**src/rtl/svo_vtiming_ctrl_pkg.sv**
```systemverilog
// Shared raster timing definitions for the SVO video path: 640x480@60 defaults,
// controller FSM state type, 11-bit coordinate type and a wrapping increment helper.
package svo_timing_pkg;

  localparam int DEF_H_ACTIVE = 640;
  localparam int DEF_H_FP     = 16;
  localparam int DEF_H_SYNC   = 96;
  localparam int DEF_H_BP     = 48;
  localparam int DEF_V_ACTIVE = 480;
  localparam int DEF_V_FP     = 10;
  localparam int DEF_V_SYNC   = 2;
  localparam int DEF_V_BP     = 33;
  localparam int DEF_LOCK_DLY = 1024;

  localparam int COORD_W = 11;
  typedef logic [COORD_W-1:0] coord_t;

  typedef enum logic [1:0] {
    ST_IDLE   = 2'd0,
    ST_SETTLE = 2'd1,
    ST_RUN    = 2'd2
  } vt_state_e;

  function automatic coord_t wrap_inc(input coord_t v, input coord_t last);
    return (v == last) ? '0 : v + coord_t'(1);
  endfunction

endpackage

```
**src/rtl/svo_vtiming_ctrl_if.sv**
```systemverilog
// Timing controller bundle: PLL lock in, TMDS-side sync/blank/position out,
// and the line-fetch request/ack handshake toward the line buffer.
interface svo_vtiming_ctrl_if;
  import svo_timing_pkg::*;

  logic   locked;
  logic   ser_reset;
  logic   hsync_n;
  logic   vsync_n;
  logic   blank;
  logic   sof;
  coord_t x;
  coord_t y;
  logic   line_req;
  coord_t line_num;
  logic   line_ack;
  logic   underrun;

  modport master (
    input  locked, line_ack,
    output ser_reset, hsync_n, vsync_n, blank, sof, x, y, line_req, line_num, underrun
  );

  modport slave (
    output locked, line_ack,
    input  ser_reset, hsync_n, vsync_n, blank, sof, x, y, line_req, line_num, underrun
  );

endinterface

```
**src/rtl/svo_vtiming_ctrl_lock_settle.sv**
```systemverilog
// Lock debounce: counts consecutive locked cycles since clr_i dropped; settled_o on the last one.
// Combinational settled_o from a registered count; no backpressure.
module svo_lock_settle #(
  parameter int LOCK_DLY = 1024
) (
  input  logic clk_i,
  input  logic rst_ni,
  input  logic clr_i,
  input  logic locked_i,
  output logic settled_o
);

  localparam int CW = $clog2(LOCK_DLY) + 1;
  localparam logic [CW-1:0] LAST = CW'(LOCK_DLY - 1);

  logic [CW-1:0] cnt_q, cnt_d;

  always_comb begin
    cnt_d = cnt_q;
    if (clr_i) begin
      cnt_d = '0;
    end else if (locked_i && (cnt_q != LAST)) begin
      cnt_d = cnt_q + CW'(1);
    end
  end

  always_ff @(posedge clk_i or negedge rst_ni) begin
    if (!rst_ni) begin
      cnt_q <= '0;
    end else begin
      cnt_q <= cnt_d;
    end
  end

  assign settled_o = locked_i && (cnt_q == LAST);

endmodule

```
**src/rtl/svo_vtiming_ctrl.sv**
```systemverilog
// Video timing controller: lock bring-up FSM, raster counters, sync/blank and line-fetch scheduling.
// All outputs registered and aligned to the same cycle's raster position; line_req holds until line_ack or line end.
module svo_vtiming_ctrl
  import svo_timing_pkg::*;
#(
  parameter int H_ACTIVE = DEF_H_ACTIVE,
  parameter int H_FP     = DEF_H_FP,
  parameter int H_SYNC   = DEF_H_SYNC,
  parameter int H_BP     = DEF_H_BP,
  parameter int V_ACTIVE = DEF_V_ACTIVE,
  parameter int V_FP     = DEF_V_FP,
  parameter int V_SYNC   = DEF_V_SYNC,
  parameter int V_BP     = DEF_V_BP,
  parameter int LOCK_DLY = DEF_LOCK_DLY
) (
  input  logic               clk_pixel,
  input  logic               resetn,
  svo_vtiming_ctrl_if.master vt
);

  localparam int H_TOTAL = H_ACTIVE + H_FP + H_SYNC + H_BP;
  localparam int V_TOTAL = V_ACTIVE + V_FP + V_SYNC + V_BP;

  localparam coord_t H_LAST = coord_t'(H_TOTAL - 1);
  localparam coord_t V_LAST = coord_t'(V_TOTAL - 1);
  localparam coord_t HA_C   = coord_t'(H_ACTIVE);
  localparam coord_t VA_C   = coord_t'(V_ACTIVE);
  // Sync window bounds kept one bit wider so an end of exactly 2048 still compares correctly.
  localparam logic [COORD_W:0] HS_BEG = (COORD_W+1)'(H_ACTIVE + H_FP);
  localparam logic [COORD_W:0] HS_END = (COORD_W+1)'(H_ACTIVE + H_FP + H_SYNC);
  localparam logic [COORD_W:0] VS_BEG = (COORD_W+1)'(V_ACTIVE + V_FP);
  localparam logic [COORD_W:0] VS_END = (COORD_W+1)'(V_ACTIVE + V_FP + V_SYNC);

  vt_state_e state_q, state_d;
  coord_t    h_q, h_d, v_q, v_d;
  logic      settled;
  logic      run_d;

  logic      ser_reset_q, ser_reset_d;
  logic      hsync_n_q, hsync_n_d;
  logic      vsync_n_q, vsync_n_d;
  logic      blank_q, blank_d;
  logic      sof_q, sof_d;
  logic      req_q, req_d;
  coord_t    num_q, num_d;
  logic      urun_q, urun_d;
  coord_t    nxt_line;

  svo_lock_settle #(
    .LOCK_DLY (LOCK_DLY)
  ) u_lock_settle (
    .clk_i     (clk_pixel),
    .rst_ni    (resetn),
    .clr_i     (state_q != ST_SETTLE),
    .locked_i  (vt.locked),
    .settled_o (settled)
  );

  always_comb begin
    state_d = state_q;
    case (state_q)
      ST_IDLE:   if (vt.locked) state_d = ST_SETTLE;
      ST_SETTLE: begin
        if (!vt.locked)   state_d = ST_IDLE;
        else if (settled) state_d = ST_RUN;
      end
      ST_RUN:    if (!vt.locked) state_d = ST_IDLE;
      default:   state_d = ST_IDLE;
    endcase
  end

  assign run_d = (state_d == ST_RUN);

  // Counters restart at (0,0) on the first RUN cycle and sit at zero outside RUN.
  always_comb begin
    h_d = '0;
    v_d = '0;
    if (run_d && (state_q == ST_RUN)) begin
      h_d = wrap_inc(h_q, H_LAST);
      v_d = (h_q == H_LAST) ? wrap_inc(v_q, V_LAST) : v_q;
    end
  end

  // Output registers load from next-state position so they line up with the counters.
  always_comb begin
    ser_reset_d = !run_d;
    hsync_n_d   = !(run_d && ({1'b0, h_d} >= HS_BEG) && ({1'b0, h_d} < HS_END));
    vsync_n_d   = !(run_d && ({1'b0, v_d} >= VS_BEG) && ({1'b0, v_d} < VS_END));
    blank_d     = !run_d || (h_d >= HA_C) || (v_d >= VA_C);
    sof_d       = run_d && (h_d == '0) && (v_d == '0);
  end

  assign nxt_line = wrap_inc(v_d, V_LAST);

  // Pending request resolves on ack or at the line's last pixel; a new one opens when blank rises.
  always_comb begin
    req_d  = req_q;
    num_d  = num_q;
    urun_d = urun_q;
    if (req_q) begin
      if (vt.line_ack) begin
        req_d = 1'b0;
      end else if (h_q == H_LAST) begin
        req_d  = 1'b0;
        urun_d = 1'b1;
      end
    end
    if (!run_d) begin
      req_d = 1'b0;
    end else if ((h_d == HA_C) && (nxt_line < VA_C)) begin
      req_d = 1'b1;
      num_d = nxt_line;
    end
  end

  always_ff @(posedge clk_pixel or negedge resetn) begin
    if (!resetn) begin
      state_q     <= ST_IDLE;
      h_q         <= '0;
      v_q         <= '0;
      ser_reset_q <= 1'b1;
      hsync_n_q   <= 1'b1;
      vsync_n_q   <= 1'b1;
      blank_q     <= 1'b1;
      sof_q       <= 1'b0;
      req_q       <= 1'b0;
      num_q       <= '0;
      urun_q      <= 1'b0;
    end else begin
      state_q     <= state_d;
      h_q         <= h_d;
      v_q         <= v_d;
      ser_reset_q <= ser_reset_d;
      hsync_n_q   <= hsync_n_d;
      vsync_n_q   <= vsync_n_d;
      blank_q     <= blank_d;
      sof_q       <= sof_d;
      req_q       <= req_d;
      num_q       <= num_d;
      urun_q      <= urun_d;
    end
  end

  assign vt.ser_reset = ser_reset_q;
  assign vt.hsync_n   = hsync_n_q;
  assign vt.vsync_n   = vsync_n_q;
  assign vt.blank     = blank_q;
  assign vt.sof       = sof_q;
  assign vt.x         = h_q;
  assign vt.y         = v_q;
  assign vt.line_req  = req_q;
  assign vt.line_num  = num_q;
  assign vt.underrun  = urun_q;

endmodule

```
**src/flat_wrapper.sv**
```systemverilog
// flat-port wrapper written by rule: the top's interface ports become plain ports
module svo_vtiming_ctrl_flat import svo_timing_pkg::*;
#(
  parameter int H_ACTIVE = DEF_H_ACTIVE,
  parameter int H_FP     = DEF_H_FP,
  parameter int H_SYNC   = DEF_H_SYNC,
  parameter int H_BP     = DEF_H_BP,
  parameter int V_ACTIVE = DEF_V_ACTIVE,
  parameter int V_FP     = DEF_V_FP,
  parameter int V_SYNC   = DEF_V_SYNC,
  parameter int V_BP     = DEF_V_BP,
  parameter int LOCK_DLY = DEF_LOCK_DLY
)
  (clk_pixel, resetn, vt_locked, vt_line_ack, vt_ser_reset, vt_hsync_n, vt_vsync_n, vt_blank, vt_sof, vt_x, vt_y, vt_line_req, vt_line_num, vt_underrun);
  svo_vtiming_ctrl_if vt_i ();
  input  logic clk_pixel;
  input  logic resetn;
  input wire logic [$bits(vt_i.locked)-1:0] vt_locked;
  input wire logic [$bits(vt_i.line_ack)-1:0] vt_line_ack;
  output wire logic [$bits(vt_i.ser_reset)-1:0] vt_ser_reset;
  output wire logic [$bits(vt_i.hsync_n)-1:0] vt_hsync_n;
  output wire logic [$bits(vt_i.vsync_n)-1:0] vt_vsync_n;
  output wire logic [$bits(vt_i.blank)-1:0] vt_blank;
  output wire logic [$bits(vt_i.sof)-1:0] vt_sof;
  output wire logic [$bits(vt_i.x)-1:0] vt_x;
  output wire logic [$bits(vt_i.y)-1:0] vt_y;
  output wire logic [$bits(vt_i.line_req)-1:0] vt_line_req;
  output wire logic [$bits(vt_i.line_num)-1:0] vt_line_num;
  output wire logic [$bits(vt_i.underrun)-1:0] vt_underrun;
  assign vt_i.locked = vt_locked;
  assign vt_i.line_ack = vt_line_ack;
  assign vt_ser_reset = vt_i.ser_reset;
  assign vt_hsync_n = vt_i.hsync_n;
  assign vt_vsync_n = vt_i.vsync_n;
  assign vt_blank = vt_i.blank;
  assign vt_sof = vt_i.sof;
  assign vt_x = vt_i.x;
  assign vt_y = vt_i.y;
  assign vt_line_req = vt_i.line_req;
  assign vt_line_num = vt_i.line_num;
  assign vt_underrun = vt_i.underrun;
  svo_vtiming_ctrl #(.H_ACTIVE(H_ACTIVE), .H_FP(H_FP), .H_SYNC(H_SYNC), .H_BP(H_BP), .V_ACTIVE(V_ACTIVE), .V_FP(V_FP), .V_SYNC(V_SYNC), .V_BP(V_BP), .LOCK_DLY(LOCK_DLY)) u_core (.clk_pixel(clk_pixel), .resetn(resetn), .vt(vt_i));
endmodule
```
**config.mk**
```make
export PLATFORM = sky130hd
export DESIGN_NAME = svo_vtiming_ctrl_flat
export DESIGN_NICKNAME = d
export VERILOG_FILES = /design/src/rtl/svo_vtiming_ctrl_pkg.sv /design/src/rtl/svo_vtiming_ctrl_if.sv /design/src/rtl/svo_vtiming_ctrl_lock_settle.sv /design/src/rtl/svo_vtiming_ctrl.sv /design/src/flat_wrapper.sv
export SDC_FILE = /design/constraint.sdc
export NUM_CORES = 1
export LEC_CHECK = 0
export CELL_PAD_IN_SITES_DETAIL_PLACEMENT = 0
export CELL_PAD_IN_SITES_GLOBAL_PLACEMENT = 1
export CORE_UTILIZATION = 42
export DETAILED_ROUTE_END_ITERATION = 12
export PLACE_DENSITY = 0.86
export SYNTH_ARGS = -nofsm -noshare
export SYNTH_HDL_FRONTEND = slang
export SYNTH_HIERARCHICAL = 1
export SYNTH_SLANG_ARGS = --single-unit
```
**constraint.sdc**
```tcl
create_clock -name clk_pixel -period 5.17 [get_ports clk_pixel]
set_input_delay 1.034 -clock clk_pixel [delete_from_list [all_inputs] [get_ports clk_pixel]]
set_output_delay 1.034 -clock clk_pixel [all_outputs]
set_load 0.05 [all_outputs]
```
# After elaboration in Yosys (flattened, before gate mapping)
# Index checks and enable logic that the tools add are counted.
[classes]
n_reduce_logical = 21
n_mux = 18
n_eq_ne = 10
n_lt_le_gt_ge = 7
bitwise_logic = 1
n_addsub = 4
[ops]
columns = ["op", "count"]
rows = [
  ["$mux W11", 8],
  ["$eq A11 B10 Y1 const B", 5],
  ["$add A11 B1 Y11 const B", 4],
  ["$ge A11 B10 Y1 const B", 2],
  ["$ge A11 B9 Y1 const B", 2],
  ["$logic_not A11 Y1", 2],
  ["$lt A11 B9 Y1 const B", 2],
  ["$lt A11 B10 Y1 const B", 1],
  ["$ne A11 B10 Y1 const B", 1],
  ["$logic_and A1 B1 Y1", 10],
  ["$mux W2", 4],
  ["$pmux W2 S3", 1],
  ["$mux W1", 5],
  ["$eq A2 B2 Y1 const B", 2],
  ["$logic_not A1 Y1", 3],
  ["$reduce_and A3 Y1", 1],
  ["$eq A2 B1 Y1 const B", 1],
  ["$logic_not A2 Y1", 1],
  ["$logic_or A1 B1 Y1", 2],
  ["$ne A2 B1 Y1 const B", 1],
  ["$reduce_and A2 Y1", 1],
  ["$reduce_bool A2 Y1", 1],
  ["$not A1 Y1", 1],
]
[totals]
register_bits = 53

# Logic depth before layout (Yosys ltp)
# Gate-level depths: netlist of run 1.
[depth]
word_depth = 14
ltp_mapped = 16
mapped_depth_nobuf = 14

# By module
# Netlist of run 1, hierarchy kept.
[by_module_without_submodules]
columns = ["module", "cells_per_inst", "seq_area_each_um2", "n_inst", "area_each_um2"]
rows = [
  ["svo_vtiming_ctrl", 277, 1056.0, 1, 2531.2],
  ["svo_lock_settle", 65, 275.3, 1, 613.1],
]

# Worst setup path before layout of run 1
# No wires, ideal clock.
[synth_path]
path_type = "flip-flop to flip-flop"
startpoint = "register u_core.h_q[0], in the netlist u_core/vt.x[0]"
endpoint = "register u_core.req_q, in the netlist u_core/vt.line_req"
path_stages_with_launch = 17
path_slack_ns = 1.020
t_required_ns = 5.033
arrival_time_ns = 4.014
cell_sequence = "dfrtp_1 > ha_1 > nand4_1 > or3_1 > buf_2 > clkbuf_1 > nor3_1 > a21oi_1 > nor2_1 > ha_1 > o21ai_0 > nor4b_1 > a2111oi_4 > nor3_2 > or2_4 > buf_6 > o31ai_1"
[synth_via]
elab_chain_cells = 9
[synth_rtl]
columns = ["item", "line_no", "text"]
rows = [
  ["start: declaration", "svo_vtiming_ctrl.sv:35", "coord_t h_q, h_d, v_q, v_d;"],
  ["start signal: assignment", "svo_vtiming_ctrl.sv:119", "h_q <= '0;"],
  ["start signal: assignment", "svo_vtiming_ctrl.sv:131", "h_q <= h_d;"],
  ["$eq A11 B10 Y1 *", "svo_vtiming_ctrl.sv:80", "v_d = (h_q == H_LAST) ? wrap_inc(v_q, V_LAST) : v_q;"],
  ["$mux W11 *", "svo_vtiming_ctrl.sv:80", ""],
  ["$mux W11 *", "svo_vtiming_ctrl.sv:78", "if (run_d && (state_q == ST_RUN)) begin"],
  ["named net u_core.v_d[0]", "svo_vtiming_ctrl.sv:35", ""],
  ["$add A11 B1 Y11 / $eq A11 B10 Y1 (equally long branches)", "svo_vtiming_ctrl_pkg.sv:25", "return (v == last) ? '0 : v + coord_t'(1);"],
  ["$mux W11 *", "svo_vtiming_ctrl_pkg.sv:25", ""],
  ["$lt A11 B9 Y1 *", "svo_vtiming_ctrl.sv:110", "end else if ((h_d == HA_C) && (nxt_line < VA_C)) begin"],
  ["$logic_and A1 B1 Y1 *", "svo_vtiming_ctrl.sv:110", ""],
  ["$mux W1 *", "svo_vtiming_ctrl.sv:110", ""],
  ["$mux W1 *", "svo_vtiming_ctrl.sv:108", "if (!run_d) begin"],
  ["named net u_core.req_d", "svo_vtiming_ctrl.sv:44", "logic req_q, req_d;"],
  ["end signal: assignment", "svo_vtiming_ctrl.sv:138", "req_q <= req_d;"],
  ["end: declaration", "svo_vtiming_ctrl.sv:44", ""],
]
# The timed path passes the listed nets; every way through them passes the cells marked *.
# A chain may end at the register's enable or synchronous reset.

# Worst setup path in the final report of run 1
[layout_path]
startpoint = "register u_core.h_q[0], in the netlist u_core/vt.x[0]"
endpoint = "register u_core.num_q[2], in the netlist u_core/vt.line_num[2]"
[layout_via]
elab_chain_cells = 8
[layout_rtl]
columns = ["item", "line_no", "text"]
rows = [
  ["$eq A11 B10 Y1 *", "svo_vtiming_ctrl.sv:80", ""],
  ["$mux W11 *", "svo_vtiming_ctrl.sv:80", ""],
  ["$mux W11 *", "svo_vtiming_ctrl.sv:78", ""],
  ["named net u_core.v_d[0]", "svo_vtiming_ctrl.sv:35", ""],
  ["$add A11 B1 Y11 / $eq A11 B10 Y1 (equally long branches)", "svo_vtiming_ctrl_pkg.sv:25", ""],
  ["$mux W11 *", "svo_vtiming_ctrl_pkg.sv:25", ""],
  ["$lt A11 B9 Y1", "svo_vtiming_ctrl.sv:110", ""],
  ["$logic_and A1 B1 Y1", "svo_vtiming_ctrl.sv:110", ""],
  ["$reduce_and A2 Y1 (no source line)", "--", ""],
  ["end signal: assignment", "svo_vtiming_ctrl.sv:139", "num_q <= num_d;"],
  ["end: declaration", "svo_vtiming_ctrl.sv:45", "coord_t num_q, num_d;"],
]
# Marked as above.

==> results of run 1 <==
==> metal layers <==
layer / GRT usage, % / up-vias / wire [µm]
met3: 2.52 / 16 / 329
met5: 0 / - / 0
met1: 30.8 / 1322 / 3770
met4: 7.18 / 0 / 123
met2: 31.5 / 80 / 3550
li1: - / 1331 / -
==> final cells by class <==
| cell class | count | area [µm²] |
|---|---|---|
| Clock buffer | 5 | 68.8 |
| Clock inverter | 3 | 26.3 |
| Fill cell | 682 | 3510 |
| Inverter | 11 | 41.3 |
| Multi-Input combinational cell | 264 | 1710 |
| Sequential cell | 53 | 1330 |
| Tap cell | 99 | 124 |
| Timing Repair Buffer | 45 | 440 |
==> registers in the layout (all words and copies together) (netlist names) <==
register and count:
u_core/vt.vsync_n 1, u_core/vt.sof 1, u_core/vt.hsync_n 1, u_core/vt.x 11
u_core/vt.line_req 1, u_core/vt.underrun 1, u_core/vt.line_num 11, u_core/state_q 2
u_core/vt.blank 1, u_core/vt.ser_reset 1, u_core/vt.y 11, u_core/u_lock_settle/cnt_q 11
==> kinds of logic (layout without fill, tap and decap cells) <==
group / after synthesis / after routing
and+or+nand+nor: 160 / 160
AOI/OAI and AO/OA: 68 / 68
DFF: 53 / 53
xor gates and xnor gates: 25 / 25
buffers and inverters: 25 / 64
adders and majority gates: 7 / 7
muxes: 4 / 4
==> where the power goes <==
group | switching (µW) | internal, µW | total, µW
registers | 2.16 | 416 | 419
logic | 13.2 | 5.59 | 18.7
clock network | 147 | 99.1 | 246
==> layout by cell type, fill, tap and decap left out, types with 6 or more instances in the layout <==
master,instances
dfrtp_1,49
clkdlybuf4s50_1,42
nor2_1,37
nand2_1,24
xnor2_1,18
a21oi_1,17
nand3_1,15
nor3_1,14
o21ai_0,12
inv_1,11
nand4_1,11
nor2b_1,8
o31ai_1,8
or4_1,7
xor2_1,7
ha_1,7
nand2b_1,6
nor4_1,6
a22o_1,6
==> stage by stage <==
step / std cells / hold slack [ns]
floorplan: 342 / 0.490
global placement: 472 / 0.461
detailed placement: 472 / 0.478
CTS: 480 / 0.508
global route: 480 / 0.525
finish: 480 / 0.495
==> worst paths after layout <==
kind	from	to	slack, ns	cells past startpoint
hold reg to reg	u_core/vt.underrun	u_core/vt.underrun	0.50	1
setup / recovery	u_core/vt.x[0]	u_core/vt.line_num[2]	0.74	13
setup reg to reg	u_core/vt.x[0]	u_core/vt.line_num[2]	0.74	13
min in group asynchronous	resetn	u_core/u_lock_settle/cnt_q[9]	0.83	2
max in group asynchronous	resetn	u_core/vt.y[2]	3.87	2
hold / removal	u_core/vt.underrun	u_core/vt.underrun	0.50	1
==> cell usage after synthesis (3+ instances only) <==
library cell  instances  area, µm²
nand3_1              15       75.1
ha_1                  7       87.6
nor4_1                6       37.5
o31ai_1               8       60.1
nand2_1              24       90.1
dfstp_2               4        105
a22o_1                6       52.6
nor2b_1               8       50.1
xor2_1                7       61.3
xnor2_1              18        158
nor3b_1               3       22.5
or4_1                 7       52.6
nand4_1              11       68.8
a31oi_1               3       18.8
a21oi_1              17       85.1
and4_1                4       35.0
dfrtp_1              49       1230
nand2b_1              6       37.5
nor3_1               14       70.1
clkbuf_1             11       41.3
o21ai_0              12       60.1
and2_1                5       31.3
inv_1                11       41.3
nor2_1               37        139
==> results_dict.tcl, run 1 <==
set metrics [dict create \
    drt-initial-drc-count 166 \
    syn_to_final_growth_pct 19.0 \
    hold_path_class "reg -> reg" \
    syn-num-nets 353 \
    cp-end-kind "flop" \
    ant_nets 0 \
    cap_violations 0 \
    ys.flop_type "dfrtp_1" \
    period_minus_slack_ns 4.43 \
    yosysSeqAreaShare_pct 42.3 \
    hold_viol_final 0 \
    numCtsBuffers 5 \
    async_flop_share_pct 100 \
    htree_levels 2 \
    drc 2 \
    worst_pin_slew_ns 0.817 \
    syn_area_per_cell_um2 9.19 \
    dp_hpwl_um 5650 \
    cpMaxStageDelayCell "or3_1" \
    synth_compound_gate_area_share_pct 15.4 \
    p_leak_uw 0.00140 \
    grt_pass1_vias 2520 \
    power_uw 683 \
    drive_above_1_share_pct 6.82 \
    antenna_found_initial 0 \
    synth-simple-area-share_pct 27.9 \
    final_area_mm2 0.00374 \
    worst_slack_ns 0.737 \
    gr-total-overflow 0 \
    synth_top_family_by_area "simple AND/OR/NAND/NOR gates" \
    cp_max_fo 16 \
    worstPathBufferInverterCount 0 \
    critical_path_class "reg -> reg" \
    yosysWarnings 6 \
    rsz0062_at_grt "no" \
    cp_common_cell "ha_1" \
    path_clk_slew_ns 0.10 \
    routed_wl_um 7770 \
    cp_top_family "simple AND/OR/NAND/NOR gates" \
    path_cells "ha_1 > nand4_1 > or3_1 > nor3_1 > a21oi_1 > nor2_1 > ha_1 > o21ai_0 > nor4b_1 > a2111oi_4 > nor3_2 > or2_4 > a22o_1" \
    track_usage_pct 20.8 \
    cp.required_ns 5.42 \
    die_h_um 88.5 \
    placed_cell_area_mm2 0.00365 \
    viasPerCell 5.73 \
    critPathMaxStageDelay_ns 0.73 \
    cts_tree "yes" \
    cp.arrival_ns 4.68 \
    period_share_pct 85.7 \
    critPathLaunchType "flop" \
    port_buffers 43 \
    max_slew_margin_pct 44.8 \
    failed_checks "DRC" \
    ys_seq_elements 53 \
    grt_max_degree 54 \
    cts_root_buffer "clkbuf_8" \
    die_w_um 88.5 \
    clk_latency_ns 0.31 \
    setup-tns-final_ns 0 \
    clock_path_buffers 2 \
    slew_violations 0 \
    finalSetupViolCount 0 \
    gp_congestion 0.924 \
    netlist_instances 342 \
    firstDrtPassIters 9 \
    hold_buffers 0 \
    nets 391 \
    preCtsSetupSlack_ns 0.758 \
    wl_per_cell_um 16.2 \
    rows 31 \
    ys_types 59 \
    vias 2749 \
    cts_resized 0 \
    pin_count 44 \
    netlist_area_mm2 0.00314 \
    fmax_ghz 0.226 \
    diodes 0 \
    synthAdderAreaFrac_pct 2.79 \
    grt_pass1_wl_um 12600 \
    initial_core_util_pct 43.4 \
    final_core_util_pct 51.6 \
    cts_setup_buffers 0 \
    die-area_mm2 0.00784 \
    status "finished, violations left" \
    coreArea_mm2 0.00725 \
    powerDensity_mw_per_mm2 183 \
    skew_ns 0.0103 \
    clock-sinks 53 \
    muxShareOfSynthArea_pct 1.35 \
    synth_edf_count 0 \
    vdd_ir_drop_max_v 0.000112 \
    synthXorXnorAreaFrac_pct 6.96 \
]
Note: power is estimated with default switching activity, not from simulation.
==> run 2, diff against run 1 <==
--- a/config.mk
+++ b/config.mk
@@ -9,7 +9,7 @@
 export CELL_PAD_IN_SITES_GLOBAL_PLACEMENT = 1
 export CORE_UTILIZATION = 42
 export DETAILED_ROUTE_END_ITERATION = 12
-export PLACE_DENSITY = 0.86
+export PLACE_DENSITY = 0.88
 export SYNTH_ARGS = -nofsm -noshare
 export SYNTH_HDL_FRONTEND = slang
 export SYNTH_HIERARCHICAL = 1
==> run 2 against run 1 <==
- the run now ends clean
- sequential power is essentially flat
- via count shrank 0.76%
- non-clock buffer count is the same
- routed wire length grew 0.32%
- design area is essentially flat
- worst hold slack lost 0.016 ns
- setup slack gained 0.065 ns
- critical path type unchanged
- highest routed layer unchanged
==> results_dict.tcl, run 2 (synthesis results as in run 1) <==
set metrics [dict create \
    vias 2728 \
    final_area_mm2 0.00374 \
    hold_path_class "reg -> reg" \
    power_uw 682 \
    fmax_ghz 0.229 \
    initial_core_util_pct 43.4 \
    die_w_um 88.5 \
    cp.arrival_ns 4.62 \
    die_h_um 88.5 \
    cp_top_family "simple AND/OR/NAND/NOR gates" \
    worst_slack_ns 0.802 \
    final_common_cell "dfrtp_1" \
    drive_above_1_share_pct 6.82 \
    path_cells "ha_1 > nand4_1 > or3_1 > nor3_1 > a21oi_1 > nor2_1 > ha_1 > o21ai_0 > nor4b_1 > a2111oi_4 > nor3_2 > or2_4 > a22o_1" \
    cpMaxStageDelayCell "or3_1" \
    htree_levels 2 \
    cts_root_buffer "clkbuf_8" \
    diodes 0 \
    preCtsSetupSlack_ns 0.807 \
    drt-initial-drc-count 135 \
    critPathLaunchType "flop" \
    drc 0 \
    grt_pass1_wl_um 13000 \
    worst_pin_slew_ns 0.765 \
    critical_path_class "reg -> reg" \
    viasPerCell 5.68 \
    setup-tns-final_ns 0 \
    firstDrtPassIters 4 \
    hold_buffers 0 \
    cp_common_cell "ha_1" \
    stdcell_count 480 \
    finalSetupViolCount 0 \
    port_buffers 43 \
    vdd_ir_drop_max_v 0.0000926 \
    gr-total-overflow 0 \
    track_usage_pct 21.7 \
    max_slew_margin_pct 48.3 \
    numCtsBuffers 5 \
    clock_path_buffers 2 \
    cp_max_fo 16 \
    dp_hpwl_um 5840 \
    cp-end-kind "flop" \
    grt_max_degree 54 \
    antenna_found_initial 0 \
    ant_nets 0 \
    routed_wl_um 7790 \
    cts_tree "yes" \
    rsz0062_at_grt "no" \
    gp_congestion 0.860 \
    die-area_mm2 0.00784 \
    period_minus_slack_ns 4.37 \
    clock-sinks 53 \
    syn_to_final_growth_pct 18.9 \
    path_clk_slew_ns 0.10 \
    rrSetupSlack_ns 0.80 \
    layout_common_cells "49 x dfrtp_1, 42 x clkdlybuf4s50_1, 37 x nor2_1" \
    placed_cell_area_mm2 0.00365 \
    critPathMaxStageDelay_ns 0.71 \
    wl_per_cell_um 16.2 \
    period_share_pct 84.5 \
    hold_viol_final 0 \
    cp.required_ns 5.42 \
    grt_pass1_vias 2636 \
    cts_setup_buffers 0 \
    worstPathBufferInverterCount 0 \
    nets 391 \
    coreArea_mm2 0.00725 \
    powerDensity_mw_per_mm2 182 \
    slew_violations 0 \
    clk_latency_ns 0.31 \
    status "completed" \
    dp.cells 472 \
    pin_count 44 \
    p_leak_uw 0.00139 \
    cts_resized 0 \
    cap_violations 0 \
    skew_ns 0.0105 \
    rows 31 \
]
[run 2: changes by cell type in the layout (fill, tap and decap cells not counted), sizes merged]
cell      previous run  this run
clkinvlp             0         1
clkinv               2         1
[run 2: worst paths after layout]
kind | startpoint | cells past startpoint | to
min in group asynchronous | resetn | 2 | u_core/u_lock_settle/cnt_q[3]
min | u_core/vt.underrun | 1 | u_core/vt.underrun
min reg2reg | u_core/vt.underrun | 1 | u_core/vt.underrun
max in group asynchronous | resetn | 2 | u_core/vt.x[8]
max | u_core/vt.x[0] | 13 | u_core/vt.line_num[1]
max reg2reg | u_core/vt.x[0] | 13 | u_core/vt.line_num[1]
[run 2: area by class of cell]
type	instances	area, µm²
clock buffer	5	68.8
multi-input combinational	264	1710
clock inverter	3	25.0
tap	99	124
inverter	11	41.3
timing repair buffer	45	440
fill	663	3510
sequential	53	1330
[run 2: per-layer routing]
layer / routed length, µm / vias to the layer above / global-route usage [%]
met5: 0 / - / 0
met4: 86 / 0 / 5.72
met3: 280 / 6 / 3.08
met2: 3720 / 70 / 35.9
met1: 3710 / 1330 / 29.8
li1: - / 1322 / -
[run 2: report_power, final]
part,switching (µW),internal (µW)
combinational,13.0,5.62
clock,146,98.1
sequential,2.22,416
[run 2: worst reg2reg max path, delay by kind of cell (launching register included)]
kind / cells / cell delay [ns]
AOI/OAI and AO/OA: 4 / 0.52
and+or+nand+nor: 7 / 2.76
DFF: 1 / 0.44
adders and majority gates: 2 / 0.59
[run 2: per-stage QoR]
step	util, %	hold WS, ns
global route	51.6	0.504
finish	51.6	0.479
detailed placement	50.3	0.462
CTS	51.6	0.489
floorplan	-	0.490
global placement	50.3	0.461
==> run 3, diff against run 2 <==
--- a/config.mk
+++ b/config.mk
@@ -7,9 +7,9 @@
 export LEC_CHECK = 0
 export CELL_PAD_IN_SITES_DETAIL_PLACEMENT = 0
 export CELL_PAD_IN_SITES_GLOBAL_PLACEMENT = 1
-export CORE_UTILIZATION = 42
+export CORE_UTILIZATION = 38
 export DETAILED_ROUTE_END_ITERATION = 12
-export PLACE_DENSITY = 0.88
+export PLACE_DENSITY = 0.84
 export SYNTH_ARGS = -nofsm -noshare
 export SYNTH_HDL_FRONTEND = slang
 export SYNTH_HIERARCHICAL = 1
==> constraint.sdc (replaced) <==
create_clock -name clk_pixel -period 3.6 [get_ports clk_pixel]
set_input_delay 0.72 -clock clk_pixel [delete_from_list [all_inputs] [get_ports clk_pixel]]
set_output_delay 0.72 -clock clk_pixel [all_outputs]
set_load 0.05 [all_outputs]
==> run 3 against run 2 <==
- first-iteration DRC count decreased by 14%
- combinational power up 53%
- total power up 51%
- maximum frequency up 22%
- sequential share of layout area decreased by 3.0 points
- routed wire length is 8.3% higher
- critical path type unchanged
- largest power group unchanged
==> results_dict.tcl, run 3 (synthesis results as in run 1) <==
set metrics [dict create \
    critical_path_class "reg -> reg" \
    syn_to_final_growth_pct 30.8 \
    layout_common_cells "42 x clkdlybuf4s50_1, 42 x dfrtp_1, 36 x nor2_1" \
    clock-sinks 53 \
    cp.arrival_ns 3.77 \
    hold_viol_final 0 \
    multi_input_area_mm2 0.00180 \
    worstPathBufferInverterCount 0 \
    firstDrtPassIters 4 \
    clk_latency_ns 0.30 \
    drc 0 \
    drt-initial-drc-count 116 \
    grt_max_degree 35 \
    cp-end-kind "flop" \
    port_buffers 43 \
    skew_ns 0.00578 \
    whs_ns 0.480 \
    track_usage_pct 20.4 \
    rrSetupSlack_ns 0.03 \
    die_h_um 93.0 \
    final_area_mm2 0.00411 \
    diodes 0 \
    max_slew_margin_pct 49.1 \
    die-area_mm2 0.00864 \
    path_clk_slew_ns 0.10 \
    vdd_ir_drop_max_v 0.000159 \
    clock_path_buffers 2 \
    worst_pin_slew_ns 0.764 \
    rsz0062_at_grt "yes" \
    cp_max_fo 6 \
    gp_congestion 0.922 \
    viasPerCell 5.57 \
    htree_levels 2 \
    register_area_mm2 0.00134 \
    period_share_pct 99.2 \
    nFillCells 726 \
    cts_tree "yes" \
    cp_common_cell "or4_4" \
    finalSetupViolCount 0 \
    ant_nets 0 \
    cap_violations 0 \
    p_leak_uw 0.00158 \
    critPathMaxStageDelay_ns 0.54 \
    period_minus_slack_ns 3.57 \
    cts_root_buffer "clkbuf_8" \
    cp_top_family "simple AND/OR/NAND/NOR gates" \
    numCtsBuffers 5 \
    grt_pass1_vias 2789 \
    cpMaxStageDelayCell "or4_4" \
    cp.required_ns 3.79 \
    nets 426 \
    path_cells "or4_4 > or3_4 > or4_4 > and2_4 > o41a_1 > a2111oi_4 > nor3_4 > or2_4 > a22o_1" \
    vias 2886 \
    worst_slack_ns 0.0280 \
    gr-total-overflow 0 \
    placed_cell_area_mm2 0.00386 \
    power_uw 1030 \
    setup-tns-final_ns 0 \
    initial_core_util_pct 40.1 \
    drive_above_1_share_pct 19.2 \
    pin_count 44 \
    grt_pass1_wl_um 13900 \
    die_w_um 93.0 \
    hold_path_class "in -> async" \
    slew_violations 0 \
    coreArea_mm2 0.00785 \
    fmax_ghz 0.280 \
    wl_per_cell_um 16.3 \
    rows 32 \
    status "completed" \
    preCtsSetupSlack_ns -0.0523 \
    critPathLaunchType "flop" \
    routed_wl_um 8440 \
    powerDensity_mw_per_mm2 251 \
    antenna_found_initial 0 \
    dp_hpwl_um 6200 \
]
[run 3: area by class of cell]
class                   count  share of cell area [%]
clock inverters             2                   0.943
inverters                  11                    1.00
clock buffers               6                    1.76
flip-flops and latches     53                    32.6
repair buffers             79                    16.9
well taps                 102                    3.10
multi-input cells         265                    43.7
[run 3: final timing paths]
kind | from | endpoint | cells past startpoint
worst max-delay path | u_core/vt.x[7] | u_core/vt.line_num[4] | 9
worst min-delay path | resetn | u_core/vt.x[2] | 1
worst max register to register | u_core/vt.x[7] | u_core/vt.line_num[4] | 9
worst min register to register | u_core/vt.underrun | u_core/vt.underrun | 1
max in group asynchronous | resetn | u_core/vt.vsync_n | 2
min in group clk_pixel | u_core/vt.underrun | u_core/vt.underrun | 1
[run 3: worst reg2reg max path: stages (launching register included)]
cell and delay, ns:
dfrtp_2 0.42, or4_4 0.54, or3_4 0.43, or4_4 0.43, and2_4 0.17, o41a_1 0.46, a2111oi_4 0.44, nor3_4 0.09
or2_4 0.27, a22o_1 0.22
[run 3: what timing repair did]
action	CTS	global route
setup buffers	0	11
pin swaps	0	9
gates cloned	0	1
resized for setup	1	11
setup endpoints to repair	9	11
hold buffers	0	0
[run 3: per-layer routing]
metal / wire length [µm] / global-route usage, % / vias to the layer above
met3: 494 / 3.61 / 20
met4: 191 / 6.28 / 0
met5: 0 / 0 / -
met2: 3830 / 32.2 / 109
li1: - / - / 1387
met1: 3920 / 28.5 / 1370
[run 3: stage by stage]
stage	instances	utilization, %
detailed placement	498	49.2
CTS	506	50.7
finish	518	52.4
global route	518	52.4
global placement	498	49.2
floorplan	342	-
[run 3: power by group]
| part | total (µW) | leakage, µW | switching, µW | internal, µW |
|---|---|---|---|---|
| Sequential | 601 | 0.000706 | 3.24 | 598 |
| Clock | 403 | 0.0000554 | 194 | 209 |
| Combinational | 28.4 | 0.000822 | 19.6 | 8.77 |
